==> src/rtl/pcg2_bounded_sampler_if.sv <==
// Request/result/random-feed bundle between a client, pcg2 and the bounded sampler.
interface pcg2_bounded_sampler_if #(
  parameter int BOUND_W = 32,
  parameter int TRY_W   = 8
);
  logic [63:0]        rand_in;
  logic               rand_valid;
  logic               req_valid;
  logic               req_ready;
  logic [BOUND_W-1:0] req_bound;
  logic               out_valid;
  logic               out_ready;
  logic [BOUND_W-1:0] out_value;
  logic               out_err;
  logic [TRY_W-1:0]   out_tries;

  // Sampler side
  modport slave (
    input  rand_in, rand_valid, req_valid, req_bound, out_ready,
    output req_ready, out_valid, out_value, out_err, out_tries
  );

  // Client / PRNG side
  modport master (
    output rand_in, rand_valid, req_valid, req_bound, out_ready,
    input  req_ready, out_valid, out_value, out_err, out_tries
  );
endinterface

==> src/rtl/pcg2_bounded_sampler.sv <==
// Unbiased integer sampler in [0, bound): masks each 32-bit half of a pcg2 word
// down to the smallest power-of-two range covering bound-1 and rejects
// candidates >= bound, giving up after MAX_TRIES words.
module pcg2_bounded_sampler #(
  parameter int BOUND_W   = 32,
  parameter int MAX_TRIES = 16,
  parameter int TRY_W     = 8
) (
  input  logic                   clk,
  input  logic                   rst,
  pcg2_bounded_sampler_if.slave  bus
);

  typedef enum logic [1:0] {IDLE, SAMPLE, DONE} state_t;

  state_t             state_q, state_d;
  logic [BOUND_W-1:0] bound_q, bound_d;
  logic [BOUND_W-1:0] mask_q, mask_d;
  logic [TRY_W-1:0]   tries_q, tries_d;
  logic               out_valid_q, out_valid_d;
  logic [BOUND_W-1:0] out_value_q, out_value_d;
  logic               out_err_q, out_err_d;
  logic [TRY_W-1:0]   out_tries_q, out_tries_d;

  logic [BOUND_W-1:0] bound_m1, req_mask;
  logic [BOUND_W-1:0] c0, c1;
  logic [TRY_W-1:0]   tries_nxt;

  // Mask = bound-1 smeared rightward: every bit at or below its MSB set.
  // bound==0 yields garbage here but that request never samples.
  always_comb begin
    bound_m1 = bus.req_bound - BOUND_W'(1);
    req_mask = '0;
    for (int i = 0; i < BOUND_W; i++) req_mask[i] = |(bound_m1 >> i);
  end

  // Two candidates per word, one from each 32-bit half.
  always_comb begin
    c0        = bus.rand_in[BOUND_W-1:0] & mask_q;
    c1        = bus.rand_in[32+BOUND_W-1:32] & mask_q;
    tries_nxt = tries_q + TRY_W'(1);
  end

  // Next-state and result logic; everything holds unless a transition fires.
  always_comb begin
    state_d     = state_q;
    bound_d     = bound_q;
    mask_d      = mask_q;
    tries_d     = tries_q;
    out_valid_d = out_valid_q;
    out_value_d = out_value_q;
    out_err_d   = out_err_q;
    out_tries_d = out_tries_q;
    case (state_q)
      IDLE: begin
        if (bus.req_valid) begin
          bound_d = bus.req_bound;
          mask_d  = req_mask;
          tries_d = '0;
          if (bus.req_bound == '0) begin
            state_d     = DONE;
            out_valid_d = 1'b1;
            out_err_d   = 1'b1;
            out_value_d = '0;
            out_tries_d = '0;
          end else begin
            state_d = SAMPLE;
          end
        end
      end
      SAMPLE: begin
        if (bus.rand_valid) begin
          if (c0 < bound_q) begin
            state_d     = DONE;
            out_valid_d = 1'b1;
            out_err_d   = 1'b0;
            out_value_d = c0;
            out_tries_d = tries_nxt;
          end else if (c1 < bound_q) begin
            state_d     = DONE;
            out_valid_d = 1'b1;
            out_err_d   = 1'b0;
            out_value_d = c1;
            out_tries_d = tries_nxt;
          end else if (tries_nxt == TRY_W'(MAX_TRIES)) begin
            state_d     = DONE;
            out_valid_d = 1'b1;
            out_err_d   = 1'b1;
            out_value_d = '0;
            out_tries_d = tries_nxt;
          end else begin
            tries_d = tries_nxt;
          end
        end
      end
      DONE: begin
        if (bus.out_ready) begin
          out_valid_d = 1'b0;
          state_d     = IDLE;
        end
      end
      default: state_d = IDLE;
    endcase
  end

  // State and result registers; reset abandons any request in flight.
  always_ff @(posedge clk) begin
    if (rst) begin
      state_q     <= IDLE;
      bound_q     <= '0;
      mask_q      <= '0;
      tries_q     <= '0;
      out_valid_q <= 1'b0;
      out_value_q <= '0;
      out_err_q   <= 1'b0;
      out_tries_q <= '0;
    end else begin
      state_q     <= state_d;
      bound_q     <= bound_d;
      mask_q      <= mask_d;
      tries_q     <= tries_d;
      out_valid_q <= out_valid_d;
      out_value_q <= out_value_d;
      out_err_q   <= out_err_d;
      out_tries_q <= out_tries_d;
    end
  end

  // req_ready is gated by rst so it stays low for the whole reset pulse.
  assign bus.req_ready = (state_q == IDLE) && !rst;
  assign bus.out_valid = out_valid_q;
  assign bus.out_value = out_value_q;
  assign bus.out_err   = out_err_q;
  assign bus.out_tries = out_tries_q;

endmodule

==> src/flat_wrapper.sv <==
// flat-port wrapper written by rule: the top's interface ports become plain ports
module pcg2_bounded_sampler_flat 
#(
  parameter int BOUND_W   = 32,
  parameter int MAX_TRIES = 16,
  parameter int TRY_W     = 8
)
  (clk, rst, bus_rand_in, bus_rand_valid, bus_req_valid, bus_req_bound, bus_out_ready, bus_req_ready, bus_out_valid, bus_out_value, bus_out_err, bus_out_tries);
  pcg2_bounded_sampler_if #(.BOUND_W(BOUND_W), .TRY_W(TRY_W)) bus_i ();
  input  logic clk;
  input  logic rst;
  input wire logic [$bits(bus_i.rand_in)-1:0] bus_rand_in;
  input wire logic [$bits(bus_i.rand_valid)-1:0] bus_rand_valid;
  input wire logic [$bits(bus_i.req_valid)-1:0] bus_req_valid;
  input wire logic [$bits(bus_i.req_bound)-1:0] bus_req_bound;
  input wire logic [$bits(bus_i.out_ready)-1:0] bus_out_ready;
  output wire logic [$bits(bus_i.req_ready)-1:0] bus_req_ready;
  output wire logic [$bits(bus_i.out_valid)-1:0] bus_out_valid;
  output wire logic [$bits(bus_i.out_value)-1:0] bus_out_value;
  output wire logic [$bits(bus_i.out_err)-1:0] bus_out_err;
  output wire logic [$bits(bus_i.out_tries)-1:0] bus_out_tries;
  assign bus_i.rand_in = bus_rand_in;
  assign bus_i.rand_valid = bus_rand_valid;
  assign bus_i.req_valid = bus_req_valid;
  assign bus_i.req_bound = bus_req_bound;
  assign bus_i.out_ready = bus_out_ready;
  assign bus_req_ready = bus_i.req_ready;
  assign bus_out_valid = bus_i.out_valid;
  assign bus_out_value = bus_i.out_value;
  assign bus_out_err = bus_i.out_err;
  assign bus_out_tries = bus_i.out_tries;
  pcg2_bounded_sampler #(.BOUND_W(BOUND_W), .MAX_TRIES(MAX_TRIES), .TRY_W(TRY_W)) u_core (.clk(clk), .rst(rst), .bus(bus_i));
endmodule
==> config.mk <==
export PLATFORM = sky130hd
export DESIGN_NAME = pcg2_bounded_sampler_flat
export DESIGN_NICKNAME = d
export VERILOG_FILES = /design/src/rtl/pcg2_bounded_sampler_if.sv /design/src/rtl/pcg2_bounded_sampler.sv /design/src/flat_wrapper.sv
export SDC_FILE = /design/constraint.sdc
export NUM_CORES = 1
export LEC_CHECK = 0
export CORE_MARGIN = 4
export CORE_UTILIZATION = 57
export DETAILED_ROUTE_END_ITERATION = 8
export PLACE_DENSITY = 0.89
export SYNTH_ARGS = -nofsm -noshare
export SYNTH_HDL_FRONTEND = slang
export SYNTH_SLANG_ARGS = --single-unit
==> constraint.sdc <==
create_clock -name clk -period 5.3 [get_ports clk]
set_input_delay 1.06 -clock clk [delete_from_list [all_inputs] [get_ports clk]]
set_output_delay 1.06 -clock clk [all_outputs]
set_load 0.01 [all_outputs]
==> qor.csv <==
metric;value;unit
status;finished, final reports clean;
antenna_cells;0;
crit_type;input pin to flop;
grt-ovfl-total;0;
yosysSeqAreaShare;30.5;%
finalClockSkew;0.00679;ns
nNetsFinal;1264;
routedWlPerCell;18.6;um
slew_viol_final;0;
die_w;124;um
finalHoldViolCount;0;
insertion_delay;0.43;ns
crit_path_end_kind;flop;
cts-hold-fix-buffers;0;
hp-class;flop to flop;
p_leak;0.00400;uW
required;5.64;ns
cts_tree;yes;
syn_inst;981;
fin_crit;4.30;ns
cts_setup_buffers;0;
core;12800;um^2
drt_pass1_iterations;6;
drtIter0Drc;937;
setup_viol;0;
drive_gt1_share;7.39;%
clock_path_buffers;2;
routed_wl;23800;um
antenna_found_initial;0;
path_max_fanout;19;
fin_util;75.7;%
numCtsBuffers;17;
syn2layout_area_growth;27.6;%
syn_nets;1148;
ant_nets;0;
max_slew_margin;12.2;%
h-tree-depth;4;
globalplace.congestion;0.963;
max_slew.worst_pin.slew;1.31;ns
grt_max_degree;66;
fp.dieH;124;um
syn_avg_cell_area;7.75;um^2
die_area;15300;um^2
vias;7734;
cts.sinks;116;
root_buffer;clkbuf_16;
cts.clk_slew.worst_paths;0.06;ns
ys.flop_type;dfxtp_1;
synth_cell_types;66;
cts_resized;0;
async_flop_share;0;%
core.rowCount;41;
rsz0062_at_grt;no;
ios;144;
maxCapViolCount;0;
place.port_buffers;143;
arrival;4.64;ns
grt_pass1_wl;37600;um
fin_crit_sh;81.1;%
critPathLaunchType;input pin;
dpl.hpwl;18000;um
max_freq;233;MHz
irDropWorstVdd;0.238;mV
syn-cell-area;7610;um^2
tns;0;ns
initial_core_util;59.3;%
post_drt_via_cell_ratio;6.03;
ys_warn_count;0;
first_global_vias;7283;
hold_slack;0.453;ns
drc;0;
grt.total_usage;31.6;%
powerDensity;288;nW/um^2
synth-edff-count;0;
ys_ff_latch;116;
-- final cells by class --
| type | count | area (um^2) |
|---|---|---|
| Clock buffer | 17 | 425 |
| Clock inverter | 15 | 158 |
| Fill cell | 976 | 3120 |
| Inverter | 70 | 263 |
| Multi-Input combinational cell | 740 | 4810 |
| Sequential cell | 116 | 2320 |
| Tap cell | 172 | 215 |
| Timing Repair Buffer | 152 | 1510 |
-- worst max-delay path, cell delays in order --
cell and delay, ns:
clkdlybuf4s50_1 0.40, nand2_1 0.09, inv_1 0.05, ha_1 0.30
a21o_1 0.18, a221o_1 0.32, a221o_1 0.39, a21oi_1 0.21
a2bb2oi_1 0.23, nor2_1 1.05, nand3_1 0.19, o21ai_0 0.16
-- cell usage in the layout (no fill, tap or decap), types with 7 or more instances in the layout --
cell type          n
nor2_1            43
or2_2              7
clkdlybuf4s50_1  143
nand3_1           36
mux2_2            19
xnor2_1           20
buf_4              8
a21o_1             9
clkbuf_16         17
inv_1             69
o221ai_1          13
a31oi_1           14
o211a_1           14
dfxtp_1          116
clkinvlp_4         7
and2_1            42
o21ai_0           66
nand2b_1           7
nand4_1           11
nand2_1          152
a21oi_1           80
ha_1              66
nor3_1            23
and3_1             7
nor4_1             9
-- power by group --
group | switching, uW | internal (uW)
Clock | 435 | 691
Sequential | 51.9 | 933
Combinational | 384 | 298
Total | 871 | 1920
-- flip-flops by register name, summed over array words and instances, names as in the netlist --
name and flops:
u_core.state_q 2, u_core.bound_q 32, u_core.bus.out_err 1, u_core.bus.out_valid 1
u_core.bus.out_tries 8, u_core.mask_q 32, u_core.bus.out_value 32, u_core.tries_q 8
-- synthesized netlist by cell type (4+ instances only) --
| cell type | instances | area share (%) |
|---|---|---|
| a21o_1 | 9 | 0.89 |
| a21oi_1 | 80 | 5.3 |
| a22o_1 | 4 | 0.46 |
| a31oi_1 | 14 | 1.2 |
| and2_1 | 42 | 3.5 |
| and3_1 | 7 | 0.58 |
| and4_1 | 4 | 0.46 |
| buf_2 | 8 | 0.53 |
| clkbuf_1 | 46 | 2.3 |
| dfxtp_1 | 116 | 31 |
| ha_1 | 66 | 11 |
| inv_1 | 69 | 3.4 |
| mux2_2 | 19 | 2.8 |
| nand2_1 | 152 | 7.5 |
| nand2b_1 | 7 | 0.58 |
| nand3_1 | 36 | 2.4 |
| nand3b_1 | 5 | 0.49 |
| nand4_1 | 11 | 0.90 |
| nor2_1 | 44 | 2.2 |
| nor2b_1 | 5 | 0.41 |
| nor3_1 | 23 | 1.5 |
| nor4_1 | 9 | 0.74 |
| o211a_1 | 14 | 1.8 |
| o21ai_0 | 66 | 4.3 |
| o221ai_1 | 13 | 1.5 |
| o22ai_1 | 4 | 0.33 |
| o2bb2ai_1 | 6 | 0.69 |
| o31ai_1 | 4 | 0.39 |
| o32ai_1 | 4 | 0.46 |
| or2_2 | 7 | 0.58 |
| or3_1 | 6 | 0.49 |
| xnor2_1 | 20 | 2.3 |
| xor2_1 | 6 | 0.69 |
-- path summary, 6_finish.rpt --
path	from	slack [ns]	end	cells past startpoint
setup / recovery	bus_rand_in[57]	1.00	u_core.bus.out_value[26]	12
hold / removal	u_core.bound_q[2]	0.45	u_core.bound_q[2]	2
setup reg to reg	u_core.mask_q[25]	1.70	u_core.bus.out_value[26]	11
hold reg to reg	u_core.bound_q[2]	0.45	u_core.bound_q[2]	2
-- metal layers --
metal	wire, um	share of wire [%]	vias to the layer above	global-route usage [%]
li1	-	-	3714	-
met1	9930	42	3558	42.7
met2	10900	46	405	50.1
met3	2130	9.0	57	4.53
met4	858	3.6	0	13.7
met5	0	0	-	0
-- kinds of logic (layout without fill, tap and decap cells) --
kind of cell	count (synthesis)	count (layout)	synth area share, %
fa+ha+maj	66	66	10.9
flops	116	116	30.5
compound gates	250	250	21.3
xor+xnor	26	26	2.99
simple gates	377	377	24.9
mux	21	21	3.08
buf+inv	125	254	6.40
-- per-stage QoR --
stage	cells	setup slack, ns	area (um^2)	power [uW]
finish	1282	1.00	9710	2790
global route	1282	0.720	9710	2900
CTS	1282	1.06	9710	2770
detailed placement	1250	0.599	9120	1660
global placement	1250	0.656	9120	1640
floorplan	981	1.68	7610	1400
Power figures use the tool's default switching activity.
